File: src/rtl/preg_seq.sv
// Four-state issue sequencer for the picoMIPS register file: READ operands,
// EXEC in a small ALU, write the result back in WB, then pulse done.
module preg_seq #(
    parameter  int DATA_WIDTH  = 8,
    parameter  int ADDR_WIDTH  = 5,
    localparam int INSTR_WIDTH = 4 + 3 * ADDR_WIDTH + DATA_WIDTH
) (
    input  logic                   clk,
    input  logic                   reset,
    input  logic [INSTR_WIDTH-1:0] instr,
    input  logic                   instr_valid,
    output logic                   instr_ready,
    output logic [ADDR_WIDTH-1:0]  Rd,
    output logic [ADDR_WIDTH-1:0]  Rs,
    output logic [ADDR_WIDTH-1:0]  Rt,
    output logic [1:0]             ctrl,
    output logic [DATA_WIDTH-1:0]  Wdata,
    input  logic [DATA_WIDTH-1:0]  Rd_data,
    input  logic [DATA_WIDTH-1:0]  Rs_data,
    output logic                   done,
    output logic                   zero,
    output logic                   carry,
    output logic                   illegal
);

    localparam logic [1:0] S_IDLE = 2'd0;
    localparam logic [1:0] S_READ = 2'd1;
    localparam logic [1:0] S_EXEC = 2'd2;
    localparam logic [1:0] S_WB   = 2'd3;

    localparam logic [3:0] OP_NOP  = 4'd0;
    localparam logic [3:0] OP_ADD  = 4'd1;
    localparam logic [3:0] OP_SUB  = 4'd2;
    localparam logic [3:0] OP_AND  = 4'd3;
    localparam logic [3:0] OP_OR   = 4'd4;
    localparam logic [3:0] OP_XOR  = 4'd5;
    localparam logic [3:0] OP_ADDI = 4'd6;
    localparam logic [3:0] OP_LDI  = 4'd7;
    localparam logic [3:0] OP_MOV  = 4'd8;

    logic [1:0]            state;
    logic [3:0]            op_q;
    logic [ADDR_WIDTH-1:0] rd_q;
    logic [DATA_WIDTH-1:0] imm_q;
    logic [DATA_WIDTH-1:0] op_a;
    logic [DATA_WIDTH-1:0] op_b;

    logic                  uses_rt;
    logic                  writes;
    logic                  legal;
    logic [DATA_WIDTH-1:0] alu_res;
    logic                  alu_cy;
    logic [DATA_WIDTH:0]   wide;

    // The extra top bit of the widened sum/difference is the carry (or borrow).
    function automatic logic [DATA_WIDTH:0] add_c(input logic [DATA_WIDTH-1:0] a,
                                                  input logic [DATA_WIDTH-1:0] b);
        return {1'b0, a} + {1'b0, b};
    endfunction

    function automatic logic [DATA_WIDTH:0] sub_b(input logic [DATA_WIDTH-1:0] a,
                                                  input logic [DATA_WIDTH-1:0] b);
        return {1'b0, a} - {1'b0, b};
    endfunction

    always_comb begin
        uses_rt = (op_q >= OP_ADD) && (op_q <= OP_XOR);
        writes  = (op_q >= OP_ADD) && (op_q <= OP_MOV);
        legal   = (op_q <= OP_MOV);
    end

    always_comb begin
        wide    = '0;
        alu_res = '0;
        alu_cy  = 1'b0;
        case (op_q)
            OP_ADD: begin
                wide    = add_c(op_a, op_b);
                alu_res = wide[DATA_WIDTH-1:0];
                alu_cy  = wide[DATA_WIDTH];
            end
            OP_SUB: begin
                wide    = sub_b(op_a, op_b);
                alu_res = wide[DATA_WIDTH-1:0];
                alu_cy  = wide[DATA_WIDTH];
            end
            OP_ADDI: begin
                wide    = add_c(op_a, imm_q);
                alu_res = wide[DATA_WIDTH-1:0];
                alu_cy  = wide[DATA_WIDTH];
            end
            OP_AND:  alu_res = op_a & op_b;
            OP_OR:   alu_res = op_a | op_b;
            OP_XOR:  alu_res = op_a ^ op_b;
            OP_LDI:  alu_res = imm_q;
            OP_MOV:  alu_res = op_a;
            default: alu_res = '0;
        endcase
    end

    always_comb begin
        ctrl = 2'b00;
        case (state)
            S_READ:  ctrl = {uses_rt, 1'b0};
            S_WB:    ctrl = {1'b0, writes};
            default: ctrl = 2'b00;
        endcase
    end

    assign instr_ready = (state == S_IDLE);
    assign done        = (state == S_WB);

    // Control, visible outputs and flags; reset also aborts an in-flight instruction.
    always_ff @(posedge clk) begin
        if (reset) begin
            state   <= S_IDLE;
            Rd      <= '0;
            Rs      <= '0;
            Rt      <= '0;
            Wdata   <= '0;
            zero    <= 1'b0;
            carry   <= 1'b0;
            illegal <= 1'b0;
        end else begin
            case (state)
                S_IDLE: begin
                    if (instr_valid) begin
                        Rd    <= instr[3*ADDR_WIDTH+DATA_WIDTH-1 -: ADDR_WIDTH];
                        Rs    <= instr[2*ADDR_WIDTH+DATA_WIDTH-1 -: ADDR_WIDTH];
                        Rt    <= instr[ADDR_WIDTH+DATA_WIDTH-1 -: ADDR_WIDTH];
                        state <= S_READ;
                    end
                end
                S_READ: state <= S_EXEC;
                S_EXEC: begin
                    if (writes) begin
                        Wdata <= alu_res;
                        zero  <= (alu_res == '0);
                        carry <= alu_cy;
                    end
                    if (!legal) illegal <= 1'b1;
                    state <= S_WB;
                end
                default: begin
                    Rd    <= rd_q;
                    state <= S_IDLE;
                end
            endcase
        end
    end

    // Datapath capture: instruction fields at handshake, operands at the end of READ.
    always_ff @(posedge clk) begin
        if (state == S_IDLE && instr_valid) begin
            op_q  <= instr[INSTR_WIDTH-1 -: 4];
            rd_q  <= instr[3*ADDR_WIDTH+DATA_WIDTH-1 -: ADDR_WIDTH];
            imm_q <= instr[DATA_WIDTH-1:0];
        end
        if (state == S_READ) begin
            op_a <= Rs_data;
            op_b <= Rd_data;
        end
    end

endmodule

File: config.mk
export PLATFORM = sky130hd
export DESIGN_NAME = preg_seq
export DESIGN_NICKNAME = d
export VERILOG_FILES = /design/src/rtl/preg_seq.sv
export SDC_FILE = /design/constraint.sdc
export NUM_CORES = 1
export LEC_CHECK = 0
export ABC_AREA = 1
export CAP_MARGIN = 30
export CORE_MARGIN = 2
export CORE_UTILIZATION = 50
export DETAILED_ROUTE_END_ITERATION = 10
export PLACE_DENSITY = 0.87
export SKIP_CTS_REPAIR_TIMING = 1
export SYNTH_ARGS = -nofsm -noshare
export SYNTH_HDL_FRONTEND = slang
export SYNTH_SLANG_ARGS = --single-unit
export TNS_END_PERCENT = 10
File: constraint.sdc
create_clock -name clk -period 3.19 [get_ports clk]
set_input_delay 0.638 -clock clk [delete_from_list [all_inputs] [get_ports clk]]
set_output_delay 0.638 -clock clk [all_outputs]
set_load 0.01 [all_outputs]
Yosys cells after proc, flatten, opt, wreduce, memory -nomap -nowiden --
Cells that the tools add are included.
Storage, ports and cells: register bits after elaboration 61, bits in latches 0, RAM bits 0, memory bits (read-only) 0, bits of input ports 46, output and inout bits 30, word-level logic and storage cells 53, memories 0
Operators by class: add/sub/neg operators 3, multiply operators 0, divide/modulo/power cells 0, magnitude comparators 3, eq/ne operators 12, shifts and indexed selects 0, multiplexer cells 7, bitwise logic cells 5, reductions and logical operators 10
Operators by type and width (count):
- 8-bit one-hot mux with 8 select lines | 1
- 8-bit by 8-bit adder with 9-bit output | 2
- 4-bit by 3-bit == test with 1-bit output (second input constant) | 4
- 5-bit one-hot mux with 2 select lines | 1
- 8-bit by 8-bit subtractor with 9-bit output | 1
- 8-bit bitwise AND | 1
- 4-bit by 2-bit == test with 1-bit output (second input constant) | 2
- 8-bit logical NOT | 1
- 8-bit bitwise OR | 1
- 2-bit AND reduction | 4
- 8-bit XOR | 1
- 2-bit one-hot mux with 3 select lines | 1
- 5-bit two-way mux | 1
- 2-bit == test (second input constant) | 2
- 4-bit by 1-bit == test with 1-bit output (second input constant) | 1
- 4-bit == test (second input constant) | 1
- 4-bit by 1-bit greater-or-equal comparator with 1-bit output (second input constant) | 1
- 4-bit by 3-bit <= comparator with 1-bit output (second input constant) | 1
- 4-bit <= comparator (second input constant) | 1
- 2-bit one-hot mux with 2 select lines | 1
- 1-bit logical AND | 3
- 1-bit one-hot mux with 3 select lines | 1
- 2-bit by 1-bit == test with 1-bit output (second input constant) | 1
- 2-bit logical NOT | 1
- 4 further kinds | 5

Longest topological paths before layout --
word-level depth 4, depth in mapped cells 17, depth with buffers taken out 17

Least setup slack after synthesis --
No wires, ideal clock.
path kind flip-flop to flip-flop, start point reg op_a[0], end point reg zero, setup time 0.064 ns, arrival time 1.974 ns, required time 3.126 ns, slack 1.152 ns, cell stages (with the launch flop) 15, buffers on the path 0, period minus slack after synthesis 2.038 ns, cell sequence edfxtp_1 -> inv_1 -> ha_1 -> inv_1 -> fa_1 -> or2_2 -> nand3_1 -> nand2_1 -> nor2_1 -> nand3_2 -> nor2_1 -> nand3_1 -> nor2_1 -> nor2_1 -> nor2_1
Between the ends: longest elaborated chain between the ends 3, elaborated cells between the ends (all ways) 8, those cells by class add/sub (3); mux (1); bitwise (3); reduce/logical (1)
RTL lines:
- start, declared | line 45 | logic [DATA_WIDTH-1:0] op_a;
- start signal, assigned | line 160 | op_a <= Rs_data;
- 8-bit by 8-bit adder with 9-bit output (tied with other cells) | line 58 | return {1'b0, a} + {1'b0, b};
- 8-bit one-hot mux with 8 select lines (*) | line 76 | case (op_q)
- 8-bit logical NOT (*) | line 138 | zero <= (alu_res == '0);
- end signal, assigned | line 138
- end, declared | line 21 | output logic zero,
Mark *: on every way between the ends. The rest lies on a longest branch, timed or not. A chain may end at the register's enable or synchronous reset.

Worst setup path after layout --
start point reg op_q[1], end point out ctrl[0]
Between the ends: longest elaborated chain between the ends 3, elaborated cells between the ends (all ways) 4, those cells by class order compare (2); mux (1); reduce/logical (1)
RTL lines:
- start, declared | line 42 | logic [3:0] op_q;
- start signal, assigned | line 155 | op_q <= instr[INSTR_WIDTH-1 -: 4];
- 4-bit by 1-bit greater-or-equal comparator with 1-bit output or 4-bit <= comparator (tied branches) | line 68 | writes = (op_q >= OP_ADD) && (op_q <= OP_MOV);
- 1-bit logical AND (*) | line 68
- 2-bit one-hot mux with 2 select lines (*) | line 103 | case (state)
- end, declared | line 16 | output logic [1:0] ctrl,
Marked as above.

==> impl_metrics.csv <==
group,metric,value,unit
clock_tree,htree_levels,3,
setup_path,startpoint,"op_q[1]$_DFFE_PP_",
worst_hold_path,hold_depth,2,
timing,rsz0062_at_grt,"false",
place,dp_slack,750.1,ps
power_and_ir_drop,ir_drop,0.5122,mV
timing,clock.fmax,0.3672,GHz
global_route,overflow,0,
clock_tree,cts_tree,"done",
power_and_ir_drop,power_density,788.6,nW/um2
synthesis,seq_area_frac_synth,38.96,%
routing,dr.first_iter.drc_count,243,
finish,antenna_cells,0,
setup_path,cp_max_fo,9,
setup_path,reg2reg_from,"op_a[0]$_DFFE_PP_",
global_route,antenna_found_initial,0,
setup_path,end_kind,"output port",
synthesis,synth_common_cells,"nand2_1 (141), inv_1 (86), nor2_1 (67), nand3_1 (50), ha_1 (37)",
routing,wl_per_cell,14.09,um
setup_path,cp-start-kind,"flip-flop",
routing,ant_nets,0,
routing,drt_pre_antenna_iters,4,
synthesis,synth_most_common_cell,"nand2_1",
timing,setup_viol,0,
floorplan,die_w,93.25,um
setup_path,cp_cell_sequence,"nor2_4 > nand2_2 > nand2_2 > nand2_2 > nor2_1 > clkdlybuf4s50_1",
worst_hold_path,hold_path_class,"reg -> reg",
timing,setup_ws,466.9,ps
timing,final_hold_viol_count,0,
place,place_hpwl,7887,um
setup_path,critPathMaxStageDelay,570,ps
routing,route.detailed.drc,0,
synthesis,yosys-top-cells-area,"edfxtp_1 (25%), dfxtp_1 (14%), nand2_1 (13%)",
global_route,grt_max_degree,28,
clock_tree,cts_made_buffers,9,
finish,drive_gt1_share,5.760,%
power_and_ir_drop,cellLeakagePower,2.405,nW
floorplan,die_h,93.25,um
floorplan,die_area,8695,um2
power_and_ir_drop,clkPwrFrac,16.5,%
global_route,track_usage,25.31,%
synthesis,synth_area_per_cell,7.361,um2
routing,avgViaCountPerCell,5.076,
power_and_ir_drop,p_total,3.958,mW
floorplan,initial_core_util,51.54,%
timing,worst_pin_slew,775.6,ps
power_and_ir_drop,power.share.switching,44.89,%
synthesis,synth-edff-count,33,
flow_run,max_cap_violations,0,
synthesis,synth_cells,541,
synthesis,yosysWarnings,0,
floorplan,fp.coreArea,7727,um2
status,status,"finished, final reports clean",
setup_path,reg2reg_depth,14,
global_route,grt_pass1_wl,17060,um
floorplan,rows,32,
timing,min_period,2723,ps
place,place_congestion,0.9429,
place,io_buffers,75,
floorplan,pin_count,76,
power_and_ir_drop,p_seq_share,32.0,%
clock_tree,cts_root_buf,"clkbuf_8",
finish,final_net_count,706,
synthesis,synthFlopType,"edfxtp_1",
timing,fin_setup_tns,0,ps
setup_path,critical_path_arrival,2090,ps
synthesis,async_flop_share,0,%
synthesis,synth-seq-cells,61,
setup_path,required,2550,ps
timing,relSlewSlack,48.10,%
clock_tree,clock_latency,350,ps
global_route,grt_pass1_vias,3666,
clock_tree,cts_buffer_depth,2,
synthesis,synth.largest_area_cell,"edfxtp_1",
timing,hold-worst-slack,486.1,ps
clock_tree,cts.clk_slew.worst_paths,70,ps
timing,fin_crit_sh,85.36,%
finish,synthToLayoutAreaGrowth,26.04,%
setup_path,slowest_stage,"clkdlybuf4s50_1",
synthesis,synth.top_cell.area_share,24.88,%
synthesis,syn-num-nets,627,
power_and_ir_drop,p_int,2.181,mW
synthesis,synth.distinct_cells,30,
power_and_ir_drop,power.net_switching,1.777,mW
power_and_ir_drop,pwr-share-comb,51.4,%
clock_tree,clkSinkCount,61,
routing,vias,3690,
synthesis,syn_area,3983,um2
setup_path,critPathKind,"reg -> out",
place,dp_cells,711,
timing,fin_worst_skew,8.891,ps
setup_path,crit_top_cell,"nand2_2",
timing,drv_slew,0,
routing,wl,10250,um
finish,finalNonFillerCells,727,
worst_hold_path,worstHoldStart,"Rt[1]$_SDFFE_PP0P_",
==> logic make-up (layout without fill, tap and decap cells) <==
kind of cell	after synthesis	after routing	synth area share [%]
compound gates	58	58	7.980
fa+ha+maj	40	40	13.13
buf+inv	100	184	9.551
flops	61	61	38.96
simple gates	282	282	30.38
==> worst max-delay path: cells and delay by family (launching register included) <==
family | cells | cell delay [ps]
simple gates | 5 | 670
buf+inv | 1 | 570
flops | 1 | 500
==> power groups by stage <==
stage / combinational (mW) / clock [mW] / sequential, mW
after CTS: 2.02 / 0.664 / 1.27
final: 2.04 / 0.654 / 1.27
after global placement: 1.95 / 0 / 1.27
after global routing: 2.29 / 0.706 / 1.30
after floorplan: 1.33 / 0 / 1.27
after detailed placement: 2.01 / 0 / 1.28
==> layer usage <==
layer | share of wire (%) | up-vias | GRT usage (%)
met5 | 0 | - | 0
met4 | 1.9 | 0 | 7.843
met3 | 7.6 | 22 | 7.655
met2 | 48 | 129 | 44.12
met1 | 43 | 1661 | 29.80
li1 | - | 1878 | -
==> layout by cell type (no fill, tap or decap), types with 5 or more instances in the layout <==
cell type	netlist	final
nand3_1	50	50
a21oi_1	16	16
clkdlybuf4s50_1	0	75
a31oi_1	6	6
ha_1	37	37
inv_1	86	86
o21ai_0	24	24
edfxtp_1	33	33
nand2_1	141	141
nand2_2	5	5
nor2_1	67	67
clkbuf_8	0	10
dfxtp_1	28	28
==> sequential cells by signal, indices dropped and copies added, names as in the netlist <==
register	flops
Wdata	8
imm_q	8
op_a	8
op_b	8
Rd	5
Rs	5
Rt	5
rd_q	5
op_q	4
state	2
carry	1
illegal	1
zero	1
==> cell type report <==
type	instances	area [um2]
clock buffer	10	137.6
clock inverter	6	45.04
fill	667	2708
inverter	91	341.6
multi-input combinational	380	2051
sequential	61	1551
tap	102	127.6
timing repair buffer	77	765.7
==> path summary, 6_finish.rpt <==
path | endpoint | slack (ps)
setup / recovery | ctrl[0] | 470
hold / removal | Rt[1]$_SDFFE_PP0P_ | 490
setup reg to reg | zero$_SDFFE_PP0P_ | 710
hold reg to reg | Rt[1]$_SDFFE_PP0P_ | 490
==> through the flow <==
step	utilization (%)	cell area, um2
after floorplan	-	3983
after global placement	62.60	4837
after detailed placement	62.60	4837
after CTS	64.96	5020
after global routing	64.96	5020
final	64.96	5020
(Power assumes the default switching activity.)
